[src/rtl/pb_tap_ir_ctrl.sv]
// pb_tap_ir_ctrl: IEEE 1149.1 TAP FSM plus instruction register.
// Define PB_TAP_STATE_DBG_EN to expose the FSM state on tapState_o.
module pb_tap_ir_ctrl #(
  parameter int unsigned         IR_WIDTH   = 4,
  parameter logic [IR_WIDTH-1:0] IR_CAPTURE = IR_WIDTH'(1),
  parameter logic [IR_WIDTH-1:0] IR_RESET   = {IR_WIDTH{1'b1}}
) (
  input  logic                tck_i,
  input  logic                rst_ni,
  input  logic                tms_i,
  input  logic                tdi_i,
  output logic [IR_WIDTH-1:0] irInstruction_o,
  output logic                irTdo_o,
  output logic                tdoEnable_o,
  output logic                captureDR_o,
  output logic                shiftDR_o,
  output logic                updateDR_o,
  output logic                shiftIR_o,
  output logic                tapReset_o
`ifdef PB_TAP_STATE_DBG_EN
  ,
  output logic [3:0]          tapState_o
`endif
);

  typedef enum logic [3:0] {
    TLR    = 4'd0,
    RTI    = 4'd1,
    SEL_DR = 4'd2,
    CAP_DR = 4'd3,
    SH_DR  = 4'd4,
    EX1_DR = 4'd5,
    PA_DR  = 4'd6,
    EX2_DR = 4'd7,
    UPD_DR = 4'd8,
    SEL_IR = 4'd9,
    CAP_IR = 4'd10,
    SH_IR  = 4'd11,
    EX1_IR = 4'd12,
    PA_IR  = 4'd13,
    EX2_IR = 4'd14,
    UPD_IR = 4'd15
  } tap_state_e;

  tap_state_e          state_q, state_d;
  logic [IR_WIDTH-1:0] shift_q, shift_d;
  logic [IR_WIDTH-1:0] ir_q, ir_d;

  // TAP next-state decode from the registered state and tms_i
  always_comb begin
    state_d = state_q;
    unique case (state_q)
      TLR:    state_d = tms_i ? TLR    : RTI;
      RTI:    state_d = tms_i ? SEL_DR : RTI;
      SEL_DR: state_d = tms_i ? SEL_IR : CAP_DR;
      CAP_DR: state_d = tms_i ? EX1_DR : SH_DR;
      SH_DR:  state_d = tms_i ? EX1_DR : SH_DR;
      EX1_DR: state_d = tms_i ? UPD_DR : PA_DR;
      PA_DR:  state_d = tms_i ? EX2_DR : PA_DR;
      EX2_DR: state_d = tms_i ? UPD_DR : SH_DR;
      UPD_DR: state_d = tms_i ? SEL_DR : RTI;
      SEL_IR: state_d = tms_i ? TLR    : CAP_IR;
      CAP_IR: state_d = tms_i ? EX1_IR : SH_IR;
      SH_IR:  state_d = tms_i ? EX1_IR : SH_IR;
      EX1_IR: state_d = tms_i ? UPD_IR : PA_IR;
      PA_IR:  state_d = tms_i ? EX2_IR : PA_IR;
      EX2_IR: state_d = tms_i ? UPD_IR : SH_IR;
      UPD_IR: state_d = tms_i ? SEL_DR : RTI;
    endcase
  end

  // IR shift/update actions keyed on the current state
  always_comb begin
    shift_d = shift_q;
    ir_d    = ir_q;
    unique case (state_q)
      CAP_IR:  shift_d = IR_CAPTURE;
      SH_IR:   shift_d = {tdi_i, shift_q[IR_WIDTH-1:1]};
      UPD_IR:  ir_d    = shift_q;
      TLR:     ir_d    = IR_RESET;
      default: ;
    endcase
  end

  // State and IR registers; synchronous reset wins over everything
  always_ff @(posedge tck_i) begin
    if (!rst_ni) begin
      state_q <= TLR;
      shift_q <= IR_CAPTURE;
      ir_q    <= IR_RESET;
    end else begin
      state_q <= state_d;
      shift_q <= shift_d;
      ir_q    <= ir_d;
    end
  end

  assign irInstruction_o = ir_q;
  assign irTdo_o         = shift_q[0];
  assign captureDR_o     = (state_q == CAP_DR);
  assign shiftDR_o       = (state_q == SH_DR);
  assign updateDR_o      = (state_q == UPD_DR);
  assign shiftIR_o       = (state_q == SH_IR);
  assign tapReset_o      = (state_q == TLR);
  assign tdoEnable_o     = shiftDR_o | shiftIR_o;

`ifdef PB_TAP_STATE_DBG_EN
  assign tapState_o = state_q;
`endif

endmodule

[config.mk]
export PLATFORM = sky130hd
export DESIGN_NAME = pb_tap_ir_ctrl
export DESIGN_NICKNAME = d
export VERILOG_FILES = /design/src/rtl/pb_tap_ir_ctrl.sv
export SDC_FILE = /design/constraint.sdc
export NUM_CORES = 1
export LEC_CHECK = 0
export CAP_MARGIN = 20
export CORE_MARGIN = 5
export CORE_UTILIZATION = 25
export DETAILED_ROUTE_END_ITERATION = 10
export SLEW_MARGIN = 20
export SYNTH_ARGS = -nofsm -noshare
export SYNTH_HDL_FRONTEND = slang
export SYNTH_SLANG_ARGS = --single-unit
[constraint.sdc]
create_clock -name tck_i -period 1.8 [get_ports tck_i]
set_input_delay 0.18 -clock tck_i [delete_from_list [all_inputs] [get_ports tck_i]]
set_output_delay 0.18 -clock tck_i [all_outputs]
set_load 0.005 [all_outputs]
==> flow_summary_export.csv <==
group,metric,value,unit
outcome,status,"finished, final reports clean",
clocking,clock-sinks,12,
layout,drive_above_1_share,24.04,%
pwr,power_frac_comb,16.0,%
sta,rsz0062_at_grt,"false",
global_routing,grt_overflow_total,0,
drt,drt_iter0_drc,31,
worst_setup_path,crit_type,"reg2out",
worst_setup_path,worst_setup_path_start_kind,"flip-flop",
drt,antenna_left,0,
sta,period_share,96.26,%
sta,max_freq,577.1,MHz
yosys,synthCells,81,
die,die_y,60.72,um
die,ioPinCount,15,
sta,report.final.hold_viol_count,0,
worst_setup_path,path_cells,"nand3b_1, nor2_2, clkdlybuf4s50_1",
sta,min_period,1733,ps
sta,relSlewSlack,83.64,%
drt,firstDrtPassIters,4,
layout,diodes,0,
clocking,root_buffer,"clkbuf_4",
clocking,clk_pin_slew,80,ps
clocking,htreeDepth,1,
yosys,ys_seq_elements,12,
placement,io_buffers,14,
yosys,synth_top_family_by_area,"simple AND/OR/NAND/NOR gates",
layout,multi_input_area,381.6,um2
worst_setup_path,crit_family,"buffers and inverters",
sta,slew_violations,0,
yosys,synth_top_area_share,37.35,%
pwr,power_frac_seq,46.5,%
layout,final_core_util,38.03,%
yosys,muxShareOfSynthArea,3.113,%
clocking,insertion_delay,280,ps
yosys,yosys_warnings,0,
yosys,synth_xor_area_share,1.362,%
pwr,vdd_drop_max,0.3425,mV
yosys,yosys.area_share.simple,30.74,%
drt,routed_wirelength,1731,um
die,die_x,60.72,um
worst_setup_path,cp.required,1620,ps
die,dieArea,0.003687,mm2
pwr,p_leak,0.3970,nW
yosys,yosys-top-cells-area,"dfxtp_1 37%, nand3_1 7.8%, nand2_1 4.7%",
die,core,0.002477,mm2
layout,n_fill_cell,260,
yosys,avgSynthCellArea,7.940,um2
yosys,synthAdderAreaFrac,0,%
clocking,tritoncts,"yes",
yosys,synth_area_leader_cell,"dfxtp_1",
placement,hpwl,1212,um
worst_setup_path,crit_slowest_cell,"clkdlybuf4s50_1",
clocking,cts.path.max_buffers,2,
pwr,p_int,438.2,uW
sta,setup_viol,0,
yosys,synth_compound_area_share,20.04,%
min_path,hold_path_class,"reg2reg",
drt,drc_errors,0,
global_routing,antenna_found_initial,0,
worst_setup_path,worstPathArrival,1550,ps
sta,tightest_slew,244.5,ps
sta,setup_slack,67.33,ps
worst_setup_path,path_max_fanout,8,
yosys,syn-num-nets,85,
pwr,clkPwrFrac,37.5,%
layout,final_area,942.2,um2
drt,post_drt_wl_per_cell,12.92,um
yosys,syn-cell-area,643.1,um2
layout,synthToLayoutAreaGrowth,46.50,%
clocking,numCtsBuffers,3,
pwr,switchingPower,153.1,uW
global_routing,grt_pass1_vias,602,
die,num_rows,18,
drt,num_vias,690,
global_routing,grt_pass1_wl,2718,um
placement,dpl_cell_area,837.1,um2
die,initial_core_util,25.96,%
yosys,ys_seq_area_share,37.35,%
global_routing,grt_max_degree,11,
pwr,p_sw_share,25.89,%
yosys,synth_cell_types,30,
placement,gp_congestion,0.7622,
layout,regArea,252.7,um2
layout,nets,109,
job,maxCapViolations,0,
worst_setup_path,crit_buf_inv,1,
layout,final_cell_mix,"11 x clkdlybuf4s50_1, 11 x buf_4, 10 x nand3_1",
pwr,cellPowerDensity,627.6,mW/mm2
worst_setup_path,cp-end-kind,"output port",
sta,fin_setup_tns,0,ps
global_routing,grt_usage,10.12,%
sta,fin_skew,2.233,ps
placement,pre_cts_ws,110.2,ps
worst_setup_path,max_stage_delay,520,ps
drt,vias_per_cell,5.149,
==> worst register-to-register path, cell delays in order, from the launching register on <==
cell and delay, ps:
dfxtp_4 380, buf_4 130, buf_4 150, nand2b_1 60
a221o_1 310, o221a_2 280
==> power groups by stage <==
stage               sequential (mW)  combinational, mW  clock, mW
finish                        0.275             0.0948      0.221
global route                  0.275              0.103      0.245
CTS                           0.274             0.0951      0.228
detailed placement            0.282             0.0846          0
global placement              0.282             0.0827          0
floorplan                     0.280             0.0527          0
==> per-layer routing <==
metal | track usage, % | routed length [um] | vias to the layer above
met2 | 16.03 | 831 | 23
met4 | 5.573 | 34 | 0
met5 | 0 | 0 | -
met1 | 12.87 | 761 | 320
li1 | - | - | 343
met3 | 1.915 | 103 | 4
==> final timing paths <==
kind	start	to	slack, ps	cells after the start
worst max register to register	state_q[1]	state_q[0]	380	5
worst max-delay path	state_q[2]	shiftIR_o	70	3
worst min-delay path	shift_q[3]	shift_q[3]	480	2
worst min register to register	shift_q[3]	shift_q[3]	480	2
==> cells in the mapped netlist (all sizes together) <==
| master | count |
|---|---|
| mux2i | 2 |
| clkbuf | 1 |
| nand3b | 1 |
| nand2 | 8 |
| o21a | 2 |
| nand4 | 1 |
| and3b | 1 |
| a221o | 1 |
| a31oi | 3 |
| nor4bb | 1 |
| nand2b | 2 |
| a21oi | 4 |
| buf | 5 |
| dfxtp | 12 |
| a2bb2oi | 1 |
| inv | 3 |
| o211ai | 1 |
| nor2 | 8 |
| and3 | 3 |
| o21ai | 1 |
| nand3 | 10 |
| o221ai | 2 |
| xor2 | 1 |
| or2 | 1 |
| nor4 | 2 |
| a21o | 1 |
| o221a | 1 |
| nor3 | 1 |
| a211oi | 1 |
==> repair_timing <==
action,4_1_cts,5_1_grt
hold endpoints to repair,0,0
pin swaps,0,1
hold buffers,0,0
buffers inserted,3,1
resized for setup,13,2
endpoints found under the setup margin,3,3
==> cells by family (layout without fill, tap and decap cells) <==
kind of cell | after synthesis | count (layout)
AO/OA/AOI/OAI | 18 | 18
XOR/XNOR | 1 | 1
buffers and inverters | 9 | 32
flip-flops | 12 | 12
multiplexers | 2 | 2
AND/OR/NAND/NOR | 39 | 39
==> final cells by class <==
type                       instances  share of cell area (%)
clock buffer                       4                   3.851
inverter                           3                   1.195
multi-input combinational         60                   40.50
sequential                        12                   26.83
tap                               30                   3.984
timing repair buffer              25                   23.64
==> state kept, by name, summed over array words and instances, names as in the netlist <==
name,count
shift_q,4
irInstruction_o,4
state_q,4
==> stage by stage <==
stage                     std cells  power [mW]  hold WS (ps)
final                           134      0.5913         476.9
after global routing            134      0.6234         493.5
after CTS                       133      0.5975         473.7
after detailed placement        126      0.3670         461.9
after global placement          126      0.3651         452.7
after floorplan                  81      0.3324         256.2
No activity file was read; power rests on OpenSTA's default activity.
